==> config.mk <==
export PLATFORM = sky130hd
export DESIGN_NAME = vx_mem_perf_tracker_flat
export DESIGN_NICKNAME = d
export VERILOG_FILES = /design/src/rtl/vx_perf_pkg.sv /design/src/rtl/vx_mem_perf_tracker_if.sv /design/src/rtl/vx_perf_pending_ctr.sv /design/src/rtl/vx_mem_perf_tracker.sv /design/src/flat_wrapper.sv
export SDC_FILE = /design/constraint.sdc
export NUM_CORES = 1
export LEC_CHECK = 0
export CAP_MARGIN = 20
export CORE_ASPECT_RATIO = 0.7
export CORE_MARGIN = 3
export CORE_UTILIZATION = 48
export CTS_CLUSTER_DIAMETER = 100
export DETAILED_ROUTE_END_ITERATION = 10
export PLACE_DENSITY_LB_ADDON = 0.12
export SLEW_MARGIN = 20
export SYNTH_ARGS = -nofsm -noshare
export SYNTH_HDL_FRONTEND = slang
export SYNTH_SLANG_ARGS = --single-unit
export TNS_END_PERCENT = 30
==> constraint.sdc <==
create_clock -name clk -period 2.2 [get_ports clk]
set_input_delay 0.22 -clock clk [delete_from_list [all_inputs] [get_ports clk]]
set_output_delay 0.22 -clock clk [all_outputs]
set_load 0.02 [all_outputs]
==> src/rtl/vx_perf_pkg.sv <==
// Shared perf-counter types for the memory-side pipeline counters.
package vx_perf_pkg;

  localparam int PERF_CTR_BITS_DEFAULT = 44;
  localparam int MAX_PENDING_DEFAULT   = 64;

  typedef logic [PERF_CTR_BITS_DEFAULT-1:0] perf_ctr_t;

  typedef struct packed {
    perf_ctr_t ifetches;
    perf_ctr_t loads;
    perf_ctr_t stores;
    perf_ctr_t ifetch_latency;
    perf_ctr_t load_latency;
  } mem_perf_t;

  // {req, rsp} seen by a pending tracker in one cycle
  typedef enum logic [1:0] {
    PEND_IDLE = 2'b00,
    PEND_RSP  = 2'b01,
    PEND_REQ  = 2'b10,
    PEND_BOTH = 2'b11
  } pend_op_t;

endpackage

==> src/rtl/vx_mem_perf_tracker_if.sv <==
// Handshake taps in, perf counters out; master = pipeline side, slave = tracker.
interface vx_mem_perf_tracker_if #(
  parameter int PERF_CTR_BITS = 44,
  parameter int MAX_PENDING   = 64
);
  localparam int PEND_BITS = $clog2(MAX_PENDING + 1);

  logic                     perf_clear;
  logic                     icache_req_fire;
  logic                     icache_rsp_fire;
  logic                     dcache_req_fire;
  logic                     dcache_req_rw;
  logic                     dcache_rsp_fire;

  logic [PERF_CTR_BITS-1:0] ifetches;
  logic [PERF_CTR_BITS-1:0] loads;
  logic [PERF_CTR_BITS-1:0] stores;
  logic [PERF_CTR_BITS-1:0] ifetch_latency;
  logic [PERF_CTR_BITS-1:0] load_latency;
  logic                     pending_err;
  // outstanding-request depth per class, for observability
  logic [PEND_BITS-1:0]     ifetch_pending;
  logic [PEND_BITS-1:0]     load_pending;

  modport master (
    output perf_clear, icache_req_fire, icache_rsp_fire,
           dcache_req_fire, dcache_req_rw, dcache_rsp_fire,
    input  ifetches, loads, stores, ifetch_latency, load_latency,
           pending_err, ifetch_pending, load_pending
  );

  modport slave (
    input  perf_clear, icache_req_fire, icache_rsp_fire,
           dcache_req_fire, dcache_req_rw, dcache_rsp_fire,
    output ifetches, loads, stores, ifetch_latency, load_latency,
           pending_err, ifetch_pending, load_pending
  );

endinterface

==> src/rtl/vx_perf_pending_ctr.sv <==
// Outstanding-request tracker: pending depth, latency sum (Little's law), sticky err. PERF_SATURATE_EN.
// Latency: 1 cycle, registered. Backpressure: none, passive tap; over/underflow only flags err.
module vx_perf_pending_ctr
  import vx_perf_pkg::*;
#(
  parameter int   CTR_BITS    = PERF_CTR_BITS_DEFAULT,
  parameter int   MAX_PENDING = MAX_PENDING_DEFAULT,
  localparam int  PEND_BITS   = $clog2(MAX_PENDING + 1)
) (
  input  logic                 clk,
  input  logic                 reset_n,
  input  logic                 req,
  input  logic                 rsp,
  input  logic                 clear,
  output logic [PEND_BITS-1:0] pending,
  output logic [CTR_BITS-1:0]  latency,
  output logic                 err
);

  pend_op_t             op;
  logic [PEND_BITS-1:0] pending_nxt;
  logic                 err_set;
  logic [CTR_BITS-1:0]  lat_nxt;
  logic [CTR_BITS:0]    lat_sum;

  assign op = pend_op_t'({req, rsp});

  always_comb begin
    pending_nxt = pending;
    err_set     = 1'b0;
    unique case (op)
      PEND_REQ: begin
        if (pending == PEND_BITS'(MAX_PENDING)) err_set = 1'b1;
        else                                    pending_nxt = pending + PEND_BITS'(1);
      end
      PEND_RSP: begin
        if (pending == '0) err_set = 1'b1;
        else               pending_nxt = pending - PEND_BITS'(1);
      end
      default: pending_nxt = pending;
    endcase
  end

  // accumulate depth at cycle start, before this cycle's req/rsp
  assign lat_sum = {1'b0, latency} + (CTR_BITS + 1)'(pending);

  always_comb begin
`ifdef PERF_SATURATE_EN
    lat_nxt = lat_sum[CTR_BITS] ? '1 : lat_sum[CTR_BITS-1:0];
`else
    lat_nxt = lat_sum[CTR_BITS-1:0];
`endif
  end

  // clear wipes the statistics but keeps in-flight depth so responses still balance
  always_ff @(posedge clk or negedge reset_n) begin
    if (!reset_n) begin
      pending <= '0;
      latency <= '0;
      err     <= 1'b0;
    end else begin
      pending <= pending_nxt;
      if (clear) begin
        latency <= '0;
        err     <= 1'b0;
      end else begin
        latency <= lat_nxt;
        err     <= err | err_set;
      end
    end
  end

endmodule

==> src/rtl/vx_mem_perf_tracker.sv <==
// Memory-side perf counters (ifetch/load/store counts, latency sums); PERF_SATURATE_EN selects saturation.
// Latency: fire in cycle N visible at outputs in N+1. Backpressure: none, passive handshake tap.
module vx_mem_perf_tracker
  import vx_perf_pkg::*;
#(
  parameter int PERF_CTR_BITS = PERF_CTR_BITS_DEFAULT,
  parameter int MAX_PENDING   = MAX_PENDING_DEFAULT
) (
  input  logic                  clk,
  input  logic                  reset_n,
  vx_mem_perf_tracker_if.slave  bus
);

  typedef logic [PERF_CTR_BITS-1:0] ctr_t;

  function automatic ctr_t ctr_inc(ctr_t cur, logic inc);
`ifdef PERF_SATURATE_EN
    return (inc && (cur != '1)) ? cur + ctr_t'(1) : cur;
`else
    return cur + ctr_t'(inc);
`endif
  endfunction

  ctr_t ifetch_cnt;
  ctr_t load_cnt;
  ctr_t store_cnt;
  logic load_fire;
  logic store_fire;
  logic ifetch_err;
  logic load_err;

  assign load_fire  = bus.dcache_req_fire & ~bus.dcache_req_rw;
  assign store_fire = bus.dcache_req_fire &  bus.dcache_req_rw;

  // fires in a clear cycle are dropped, not carried into the fresh count
  always_ff @(posedge clk or negedge reset_n) begin
    if (!reset_n) begin
      ifetch_cnt <= '0;
      load_cnt   <= '0;
      store_cnt  <= '0;
    end else if (bus.perf_clear) begin
      ifetch_cnt <= '0;
      load_cnt   <= '0;
      store_cnt  <= '0;
    end else begin
      ifetch_cnt <= ctr_inc(ifetch_cnt, bus.icache_req_fire);
      load_cnt   <= ctr_inc(load_cnt,   load_fire);
      store_cnt  <= ctr_inc(store_cnt,  store_fire);
    end
  end

  vx_perf_pending_ctr #(
    .CTR_BITS    (PERF_CTR_BITS),
    .MAX_PENDING (MAX_PENDING)
  ) u_ifetch_pend (
    .clk     (clk),
    .reset_n (reset_n),
    .req     (bus.icache_req_fire),
    .rsp     (bus.icache_rsp_fire),
    .clear   (bus.perf_clear),
    .pending (bus.ifetch_pending),
    .latency (bus.ifetch_latency),
    .err     (ifetch_err)
  );

  // stores never return a response, so only loads are tracked
  vx_perf_pending_ctr #(
    .CTR_BITS    (PERF_CTR_BITS),
    .MAX_PENDING (MAX_PENDING)
  ) u_load_pend (
    .clk     (clk),
    .reset_n (reset_n),
    .req     (load_fire),
    .rsp     (bus.dcache_rsp_fire),
    .clear   (bus.perf_clear),
    .pending (bus.load_pending),
    .latency (bus.load_latency),
    .err     (load_err)
  );

  assign bus.ifetches    = ifetch_cnt;
  assign bus.loads       = load_cnt;
  assign bus.stores      = store_cnt;
  assign bus.pending_err = ifetch_err | load_err;

endmodule

==> src/flat_wrapper.sv <==
// flat-port wrapper written by rule: the top's interface ports become plain ports
module vx_mem_perf_tracker_flat import vx_perf_pkg::*;
#(
  parameter int PERF_CTR_BITS = PERF_CTR_BITS_DEFAULT,
  parameter int MAX_PENDING   = MAX_PENDING_DEFAULT
)
  (clk, reset_n, bus_perf_clear, bus_icache_req_fire, bus_icache_rsp_fire, bus_dcache_req_fire, bus_dcache_req_rw, bus_dcache_rsp_fire, bus_ifetches, bus_loads, bus_stores, bus_ifetch_latency, bus_load_latency, bus_pending_err, bus_ifetch_pending, bus_load_pending);
  vx_mem_perf_tracker_if #(.PERF_CTR_BITS(PERF_CTR_BITS), .MAX_PENDING(MAX_PENDING)) bus_i ();
  input  logic clk;
  input  logic reset_n;
  input wire logic [$bits(bus_i.perf_clear)-1:0] bus_perf_clear;
  input wire logic [$bits(bus_i.icache_req_fire)-1:0] bus_icache_req_fire;
  input wire logic [$bits(bus_i.icache_rsp_fire)-1:0] bus_icache_rsp_fire;
  input wire logic [$bits(bus_i.dcache_req_fire)-1:0] bus_dcache_req_fire;
  input wire logic [$bits(bus_i.dcache_req_rw)-1:0] bus_dcache_req_rw;
  input wire logic [$bits(bus_i.dcache_rsp_fire)-1:0] bus_dcache_rsp_fire;
  output wire logic [$bits(bus_i.ifetches)-1:0] bus_ifetches;
  output wire logic [$bits(bus_i.loads)-1:0] bus_loads;
  output wire logic [$bits(bus_i.stores)-1:0] bus_stores;
  output wire logic [$bits(bus_i.ifetch_latency)-1:0] bus_ifetch_latency;
  output wire logic [$bits(bus_i.load_latency)-1:0] bus_load_latency;
  output wire logic [$bits(bus_i.pending_err)-1:0] bus_pending_err;
  output wire logic [$bits(bus_i.ifetch_pending)-1:0] bus_ifetch_pending;
  output wire logic [$bits(bus_i.load_pending)-1:0] bus_load_pending;
  assign bus_i.perf_clear = bus_perf_clear;
  assign bus_i.icache_req_fire = bus_icache_req_fire;
  assign bus_i.icache_rsp_fire = bus_icache_rsp_fire;
  assign bus_i.dcache_req_fire = bus_dcache_req_fire;
  assign bus_i.dcache_req_rw = bus_dcache_req_rw;
  assign bus_i.dcache_rsp_fire = bus_dcache_rsp_fire;
  assign bus_ifetches = bus_i.ifetches;
  assign bus_loads = bus_i.loads;
  assign bus_stores = bus_i.stores;
  assign bus_ifetch_latency = bus_i.ifetch_latency;
  assign bus_load_latency = bus_i.load_latency;
  assign bus_pending_err = bus_i.pending_err;
  assign bus_ifetch_pending = bus_i.ifetch_pending;
  assign bus_load_pending = bus_i.load_pending;
  vx_mem_perf_tracker #(.PERF_CTR_BITS(PERF_CTR_BITS), .MAX_PENDING(MAX_PENDING)) u_core (.clk(clk), .reset_n(reset_n), .bus(bus_i));
endmodule
==> impl_metrics.toml <==
[run_status]
run_status = "completed"

[setup_path]
timing.critical_path.from = "u_core.u_load_pend.pending[4]$_DFFE_PN0P_"
cp_cell_sequence = "ha_4, a21o_1, a211o_1, o21ai_2, buf_4, or4_1, a21oi_1"
worstSetupPathDepth = 7
regToRegSetupSlack_ps = 80
worstPathRequired_ps = 2550
worst_setup_path_end_kind = "register"
critical_path_buf_inv_count = 1
largest_driver_fanout_on_the_critical_path = 16
r2r-start = "u_core.u_load_pend.pending[4]$_DFFE_PN0P_"
critical_path.endpoint = "u_core.u_load_pend.latency[31]$_DFF_PN0_"
crit-reg2reg-capture = "u_core.u_load_pend.latency[31]$_DFF_PN0_"
crit_path_max_incr_delay_ps = 430
cp.arrival_ps = 2470
cpLargestDelayFamily = "compound AO/OA/AOI/OAI gates"
criticalPathCategory = "register to register"
critical_path.slowest_cell = "sky130_fd_sc_hd__dfrtp_2"
crit_path_start_kind = "register"
timing.reg2reg.worst_path_depth = 7

[power]
power.static_leakage_nw = 7.38
total_power_mw = 14.6
share_clk_of_total_power_pct = 32.1
comb_power_share_pct = 34.5
register_share_of_total_power_pct = 33.3
netSwitchingFraction_pct = 32.1
internal_power_mw = 9.93
max-vdd-ir-drop_v = 0.000511
power_dissipated_by_switching_net_loads_mw = 4.69
p_per_area_mw_per_mm2 = 815

[synthesis]
synth.top_cells.by_count = "236 x sky130_fd_sc_hd__dfrtp_1, 143 x sky130_fd_sc_hd__nor2_1, 96 x sky130_fd_sc_hd__a21oi_1, 76 x sky130_fd_sc_hd__nand2_1, 72 x sky130_fd_sc_hd__nand3_1"
synth_top_cells_by_area = "sky130_fd_sc_hd__dfrtp_1 46%, sky130_fd_sc_hd__nor2_1 4.2%, sky130_fd_sc_hd__xor2_1 4.2%, sky130_fd_sc_hd__a21oi_1 3.8%, sky130_fd_sc_hd__xnor2_1 3.7%"
synth.cell_area_mm2 = 0.0128
synth_xor_area_share_pct = 7.87
postSynth.topFlopCell = "sky130_fd_sc_hd__dfrtp_1"
ys_types = 57
synth_cells = 1342
synth.yosys.seq_area_share_pct = 46.1
synth_area_in_simple_gates_pct = 25.8
edff_count_synth = 0
per_instance_average_area_after_synthesis_um2 = 9.54
synth-adder-area-share_pct = 3.95
synth_largest_area_cell = "sky130_fd_sc_hd__dfrtp_1"
yosys.cell_count.top_type = "sky130_fd_sc_hd__dfrtp_1"
synth-seq-cells = 236
synthesis.yosys.warnings = 0
synth-compound-area-share_pct = 11.6
muxShareOfSynthArea_pct = 1.90
synth_async_sr_flop_share_pct = 100
synth_top_area_share_pct = 46.1
synth_top_family_by_area = "simple AND/OR/NAND/NOR gates"
post_syn_nets = 1388

[route]
detail_route.wl_per_cell_um = 17.4
totalWireLength_um = 36400
detail_route.drc_violations = 0
wl_met1_um = 17200
detailedRoute.firstIterationViolations = 636
dr_total_vias = 11800
drt_first_pass_iters = 5
via_per_inst = 5.64
highest_routed_layer = "met4"
number_of_nets_with_antenna_violations_after_detailed_routing = 0
route.met2.wl_um = 16200
route.met3.wl_um = 2280

[floorplanning]
placementRows = 49
floorplan_core_area_mm2 = 0.0259
starting_density_pct = 49.4
num_ports = 243
chipHeight_um = 143
design.die.area_mm2 = 0.0287
die_width_um = 201

[clocking]
tritoncts.num_buffers = 25
cts_tree = "built"
htree_num_levels = 1
clock_tree.root_cell = "sky130_fd_sc_hd__clkbuf_16"
clk-insertion-delay-late_ps = 520
cts.reportedPaths.clkPinSlew_ps = 70
max_clock_buf_depth = 3
cts.sinks = 236

[placed_design]
dp_worst_setup_slack_ps = -545
gp_congestion = 0.869
dpl.hpwl_um = 26300
port-buffer-count = 242

[sta]
final.setup.tns_ps = 0
slew_viol_final = 0
slew_headroom_pct = 31.1
tightestPinTransition_ps = 1030
fin_worst_hold_slack_ps = 219
rsz0062_at_grt = "yes"
time_the_final_worst_path_needs_with_i_o_delays_and_setup_ps = 2120
max_freq_mhz = 473
setup-violations-final = 0
timing_hold_violations_final = 0
setup_ws_ps = 83.6
min_period_over_period_pct = 96.2
worst_clock_skew_ps = 15.5

[grt]
gr-total-overflow = 0
first_pass_grt_wire_length_um = 60200
maximum_number_of_pins_on_one_net_before_global_route_repair = 132
grt_pass1_vias = 11700
overall_track_demand_over_capacity_in_global_routing_pct = 25.1
number_of_antenna_violations_at_the_first_check_in_global_routing = 0

[cells_and_area]
fillerInstances = 1951
syn_to_final_growth_pct = 40.2
antenna_cells_inserted = 0
layout.core_utilization_pct = 69.2
post_route_cells_drive_above_1_share_pct = 16.6
fin_nets = 1769

[run]
max_cap_violations = 0

[worst_hold_path]
hold_path_class = "input port to register"
power by group through the flow:
| stage | sequential, mW | clock, mW | combinational [mW] |
|---|---|---|---|
| after floorplan | 5.28 | 0 | 2.34 |
| after global placement | 4.91 | 0 | 4.74 |
| after detailed placement | 4.91 | 0 | 4.81 |
| after CTS | 4.84 | 4.78 | 4.87 |
| after global routing | 4.91 | 4.96 | 5.57 |
| final | 4.88 | 4.70 | 5.05 |
area by class of cell:
class	instances	area (um^2)	share of cell area [%]
Clock buffer	34	719	4.01
Clock inverter	11	189	1.05
Sequential cell	236	5920	33.0
Timing Repair Buffer	410	3790	21.1
Tap cell	357	447	2.49
Multi-Input combinational cell	1017	6770	37.7
Inverter	33	124	0.690
cells in the final DEF (no fill, tap or decap), types with 47 or more instances in the layout:
cell | synthesis | routed
sky130_fd_sc_hd__nor2_1 | 143 | 143
sky130_fd_sc_hd__a21oi_1 | 96 | 90
sky130_fd_sc_hd__nand2_1 | 76 | 76
sky130_fd_sc_hd__clkdlybuf4s50_1 | 0 | 239
sky130_fd_sc_hd__xor2_1 | 61 | 61
sky130_fd_sc_hd__or4_1 | 57 | 55
sky130_fd_sc_hd__buf_4 | 0 | 159
sky130_fd_sc_hd__o21ai_0 | 51 | 50
sky130_fd_sc_hd__nand4_1 | 58 | 58
sky130_fd_sc_hd__dfrtp_1 | 236 | 228
sky130_fd_sc_hd__xnor2_1 | 54 | 54
sky130_fd_sc_hd__o31ai_1 | 47 | 47
sky130_fd_sc_hd__nand3_1 | 72 | 70
worst min-delay path by stage:
| stage | from | slack (ps) | end | cells past startpoint |
|---|---|---|---|---|
| floorplan | reset_n | -80 | u_core.bus.ifetches[0]$_DFF_PN0_ | 0 |
| global placement | reset_n | 200 | u_core.bus.loads[20]$_DFF_PN0_ | 1 |
| detailed placement | reset_n | 210 | u_core.bus.loads[20]$_DFF_PN0_ | 1 |
| CTS | reset_n | 260 | u_core.bus.loads[20]$_DFF_PN0_ | 2 |
| global route | bus_icache_req_fire | 230 | u_core.bus.ifetches[0]$_DFF_PN0_ | 3 |
| finish | bus_icache_req_fire | 220 | u_core.bus.ifetches[0]$_DFF_PN0_ | 3 |
worst reg2reg max path: cells and delay by family, from the launching register on:
kind | cells | cell delay [ps]
and+or+nand+nor | 1 | 130
buffers and inverters | 1 | 260
AOI/OAI and AO/OA | 4 | 880
adders and majority gates | 1 | 270
DFF | 1 | 430
per-layer routing:
layer  vias to the layer above  track usage, %
li1                       5679               -
met1                      5799            36.7
met4                         0            5.43
met5                         -               0
met2                       308            39.3
met3                        53            4.76
state kept, by name, summed over array words and instances, names as in the netlist:
| register | cells |
|---|---|
| u_core.bus.ifetches | 44 |
| u_core.u_load_pend.latency | 44 |
| u_core.u_load_pend.err | 1 |
| u_core.bus.loads | 44 |
| u_core.u_ifetch_pend.err | 1 |
| u_core.bus.stores | 44 |
| u_core.u_ifetch_pend.latency | 44 |
| u_core.u_ifetch_pend.pending | 7 |
| u_core.u_load_pend.pending | 7 |
cells by family (layout without fill, tap and decap cells):
family,count (synthesis),count (layout)
and+or+nand+nor,597,597
AOI/OAI and AO/OA,245,245
DFF,236,236
xor gates and xnor gates,115,115
buffers and inverters,89,488
adders and majority gates,38,38
muxes,22,22
repair_timing:
| item | CTS | global route |
|---|---|---|
| setup buffers | 0 | 2 |
| resized for setup | 6 | 30 |
| hold buffers | 1 | 0 |
| pin swaps | 2 | 7 |
| endpoints found under the setup margin | 10 | 65 |
| hold endpoints to repair | 50 | 0 |
stage by stage:
| stage | instance area (um^2) | std cells |
|---|---|---|
| global route | 18000 | 2098 |
| global placement | 16900 | 2050 |
| floorplan | 12900 | 1342 |
| CTS | 17800 | 2096 |
| detailed placement | 16900 | 2050 |
| finish | 18000 | 2098 |
Power figures use the tool's default switching activity.
